### config.mk
export PLATFORM = sky130hd
export DESIGN_NAME = instr_fetch
export DESIGN_NICKNAME = d
export VERILOG_FILES = /design/src/rtl/instr_fetch.sv
export SDC_FILE = /design/constraint.sdc
export NUM_CORES = 1
export LEC_CHECK = 0
export CAP_MARGIN = 20
export CORE_MARGIN = 5
export CORE_UTILIZATION = 44
export DETAILED_ROUTE_END_ITERATION = 8
export GPL_TIMING_DRIVEN = 0
export PLACE_DENSITY = 0.88
export SLEW_MARGIN = 20
export SYNTH_ARGS = -nofsm -noshare
export SYNTH_HDL_FRONTEND = slang
export SYNTH_SLANG_ARGS = --single-unit
### constraint.sdc
create_clock -name clk -period 2.1 [get_ports clk]
set_clock_uncertainty 0.2 [all_clocks]
set_input_delay 0.21 -clock clk [delete_from_list [all_inputs] [get_ports clk]]
set_output_delay 0.21 -clock clk [all_outputs]
set_load 0.02 [all_outputs]
### src/rtl/instr_fetch.sv
// Instruction fetch stage: PC, imem req/ack fetch, valid/ready instruction hand-off, jump/jal/jr redirects.
// Optional FETCH_HALT_EN: accepting the all-zero instruction stops fetch until reset.
module instr_fetch #(
  parameter int ADDR_W = 16,
  parameter int INSTR_W = 16,
  parameter logic [ADDR_W-1:0] RESET_PC = '0
) (
  input  logic               clk,
  input  logic               rst_n,
  output logic               imem_req,
  output logic [ADDR_W-1:0]  imem_addr,
  input  logic [INSTR_W-1:0] imem_rdata,
  input  logic               imem_ack,
  output logic [INSTR_W-1:0] instr,
  output logic [3:0]         opcode,
  output logic               instr_valid,
  input  logic               instr_ready,
  input  logic               jump,
  input  logic               jal,
  input  logic               jr,
  input  logic [ADDR_W-1:0]  jr_target,
  output logic [ADDR_W-1:0]  pc,
  output logic [ADDR_W-1:0]  link_addr,
  output logic               link_we,
  output logic               halted
);

  localparam logic [1:0] IDLE  = 2'd0;
  localparam logic [1:0] FETCH = 2'd1;
  localparam logic [1:0] HOLD  = 2'd2;
`ifdef FETCH_HALT_EN
  localparam logic [1:0] HALT  = 2'd3;
`endif

  logic [1:0]        state;
  logic              accept;
  logic              advance;
  logic              halt_instr;
  logic [ADDR_W-1:0] pc_plus1;
  logic [ADDR_W-1:0] next_pc;

  assign accept   = (state == HOLD) && instr_ready;
  assign pc_plus1 = pc + {{(ADDR_W-1){1'b0}}, 1'b1};

`ifdef FETCH_HALT_EN
  assign halt_instr = (instr == '0);
  assign halted     = (state == HALT);
`else
  assign halt_instr = 1'b0;
  assign halted     = 1'b0;
`endif

  // A halting accept freezes the PC and suppresses any redirect or link write.
  assign advance = accept && !halt_instr;

  always_comb begin
    next_pc = pc_plus1;
    if (jr)
      next_pc = jr_target;
    else if (jal || jump)
      next_pc = {pc[ADDR_W-1:12], instr[11:0]};
  end

  always_ff @(posedge clk or negedge rst_n) begin
    if (!rst_n) begin
      state <= IDLE;
    end else begin
      case (state)
        IDLE:  state <= FETCH;
        FETCH: if (imem_ack) state <= HOLD;
        HOLD: begin
          if (accept) begin
`ifdef FETCH_HALT_EN
            state <= halt_instr ? HALT : FETCH;
`else
            state <= FETCH;
`endif
          end
        end
`ifdef FETCH_HALT_EN
        HALT:  state <= HALT;
`endif
        default: state <= IDLE;
      endcase
    end
  end

  always_ff @(posedge clk or negedge rst_n) begin
    if (!rst_n) begin
      instr <= '0;
    end else if (state == FETCH && imem_ack) begin
      instr <= imem_rdata;
    end
  end

  always_ff @(posedge clk or negedge rst_n) begin
    if (!rst_n) begin
      pc <= RESET_PC;
    end else if (advance) begin
      pc <= next_pc;
    end
  end

  // Link address is the return address of the accepted jal; it persists until the next jal.
  always_ff @(posedge clk or negedge rst_n) begin
    if (!rst_n) begin
      link_we   <= 1'b0;
      link_addr <= '0;
    end else begin
      link_we <= advance && jal;
      if (advance && jal)
        link_addr <= pc_plus1;
    end
  end

  assign imem_req    = (state == FETCH);
  assign imem_addr   = pc;
  assign instr_valid = (state == HOLD);
  assign opcode      = instr[INSTR_W-1 -: 4];

endmodule

==> metrics.cfg <==
[drt]
routed_via_density = 5.58
drc = 0
firstDrtPassIters = 5
num_vias = 2661
ant_nets = 0
routedWlPerCell_um = 17.3
drtIter0Drc = 184
routed_wl_um = 8260

[cells_and_area]
layout_commonest_cell = clkdlybuf4s50_1
final_cell_mix = 104 x clkdlybuf4s50_1, 50 x dfrtp_1, 29 x nand2_1
final_cell_area_um2 = 4180
areaGrowthSynthToFinish_pct = 49.6
antenna_cells = 0
layout-drive-gt1-share = 0.183
nFillCells = 510
nets = 439
final_util = 0.665

[floorplan]
fp.dieW_um = 89.7
row_count = 29
start_util = 0.445
coreArea_um2 = 6280
design.die.area_um2 = 8040
pin_count = 111
fp.dieH_um = 89.7

[global_route]
gr-usage-met1 = 0.274
antenna_found_initial = 0
grt_use_met2 = 0.346
grt-ovfl-total = 0
grt_pass1_vias = 2608
grt_pass1_wl_um = 13000
gr-usage-all-layers = 0.208
grt_max_degree = 30
busiest_layer = met2
gr-usage-met3 = 0.0447

[timing]
finalCritPeriodShare = 0.971
drv_slew = 0
period_minus_slack_ns = 2.04
hold_ws_ns = 0.205
tightest_slew_ns = 0.568
finalHoldViolations = 0
finalSetupViolations = 0
fmax_ghz = 0.490
max_slew_margin = 0.622

[yosys]
ys_seq_area_frac = 0.457
synth_top_area_frac = 0.457
synth_seq_cells = 51
post_synth_num_cell_types = 51
syn_inst = 281
synth_area_um2 = 2790
syn_avg_cell_area_um2 = 9.93
synth_edf_count = 0
synth.top_cells.by_area = dfrtp_1 46%, mux2_2 7.3%, buf_4 5.6%
synth_area_leader_cell = dfrtp_1
synthArstFlopShare = 1.00
synth.net_count = 321
synthFlopType = dfrtp_1
ys_warn_count = 0

[power]
switching_share = 0.403
p_leak_nw = 1.71
power_frac_clock = 0.121
power.density_nw_per_um2 = 1430
pwr-share-seq = 0.321
combPwrFrac = 0.558
netSwitchingPower_mw = 2.40
p_int_mw = 3.56
irDropWorstVdd_mv = 0.921

[cts]
cts.htree.levels = 2
cts_tree = done
clk_latency_ns = 0.31
cts_sinks = 51
clockRootBuffer = clkbuf_8
cts_buffer_depth = 2
cts_buffers = 5
cts.clk_slew.worst_paths_ns = 0.09

[worst_hold_path]
hold_class = input pin to async pin

[run]
cap_viol_max_count = 0

[placement]
place_area_um2 = 3970
port_buffers = 107
gp_congestion = 0.849
hpwl_um = 6230

[status]
status = complete, no violations

[setup_path]
worst_ep_arrival_time_ns = 1.63
crit_family = buffers and inverters
slowest_stage = clkdlybuf4s50_1
reg2reg_depth = 5
startpoint_type = register
crit_fanout = 9
cp_data_required_time_ns = 1.69
path_cells = buf_4 > clkdlybuf4s50_1
critPathKind = register to primary output
crit_buf_inv = 2
path_depth = 2
slowest_delay_ns = 0.59
end_kind = primary output

==> through the flow <==
stage	power (mW)	cells	setup WS, ns	TNS [ns]
2_1_floorplan	3.64	281	0.157	0
3_3_place_gp	5.13	465	-0.827	-43.47
3_5_place_dp	5.24	466	-0.336	-1.57
4_1_cts	5.96	475	0.0111	0
5_1_grt	6.30	477	-0.00245	-0.00245
6_report	5.96	477	0.0606	0
==> synthesized netlist by cell type (2+ instances only) <==
master     count
dfrtp_1       51
nand2_1       29
o21ai_0       28
buf_4         21
mux2_2        18
clkbuf_1      13
nor2_1        10
xnor2_1        8
nand3_1        7
inv_1          6
nor3_1         6
nor3b_1        6
a211oi_1       5
buf_2          5
a21oi_1        4
a221oi_1       4
nand3b_1       4
o22ai_1        4
o2bb2ai_1      4
xor2_1         4
a22o_1         3
a311oi_1       3
mux2i_1        3
nand4_1        3
nor4_1         3
and3_1         2
nor2b_1        2
o311ai_0       2
==> worst paths after layout <==
kind | from | end | slack [ns]
setup / recovery | imem_addr[5] | pc[5] | 0.06
max in group asynchronous | rst_n | imem_addr[0] | 0.95
hold / removal | rst_n | link_addr[9] | 0.21
hold reg to reg | link_addr[12] | link_addr[12] | 0.29
min in group clk | jr | imem_addr[15] | 0.25
setup reg to reg | imem_addr[1] | imem_addr[14] | 0.12
==> logic make-up after synthesis <==
kind of cell             share of synthesized area
buffers and inverters                       0.0910
flip-flops                                   0.457
XOR/XNOR                                    0.0377
adder cells (fa/ha/maj)                    0.00448
AO/OA/AOI/OAI                                0.152
AND/OR/NAND/NOR                              0.173
other                                      0.00134
multiplexers                                0.0834
==> state kept, by name, indices dropped and copies added, names as in the netlist <==
name	count
imem_addr	16
link_we	1
instr	16
link_addr	16
state	2
==> layer usage <==
layer / vias to the layer above / share of wire
li1: 1229 / -
met4: 0 / 0.014
met3: 15 / 0.094
met1: 1271 / 0.41
met2: 146 / 0.48
met5: - / 0
==> power groups by stage <==
| stage | sequential [mW] | clock, mW | combinational (mW) |
|---|---|---|---|
| final | 1.91 | 0.719 | 3.33 |
| after global routing | 1.99 | 0.765 | 3.54 |
| after CTS | 1.90 | 0.724 | 3.34 |
| after global placement | 1.88 | 0 | 3.25 |
| after detailed placement | 1.92 | 0 | 3.32 |
| after floorplan | 2.33 | 0 | 1.30 |
==> final cells by class <==
type	count	area, um2	area share
Timing Repair Buffer	111	1120	0.267
Multi-Input combinational cell	185	1310	0.313
Tap cell	77	96.3	0.0231
Sequential cell	51	1280	0.306
Clock inverter	2	35.0	0.00839
Buffer	39	236	0.0566
Inverter	6	22.5	0.00539
Clock buffer	6	82.6	0.0198
==> what timing repair did <==
item | CTS | global route
buffers inserted | 0 | 2
pin swaps | 0 | 1
hold buffers | 1 | 0
resized for setup | 3 | 11
setup endpoints to repair | 5 | 12
hold endpoints to repair | 22 | 0
Power figures use the tool's default switching activity.
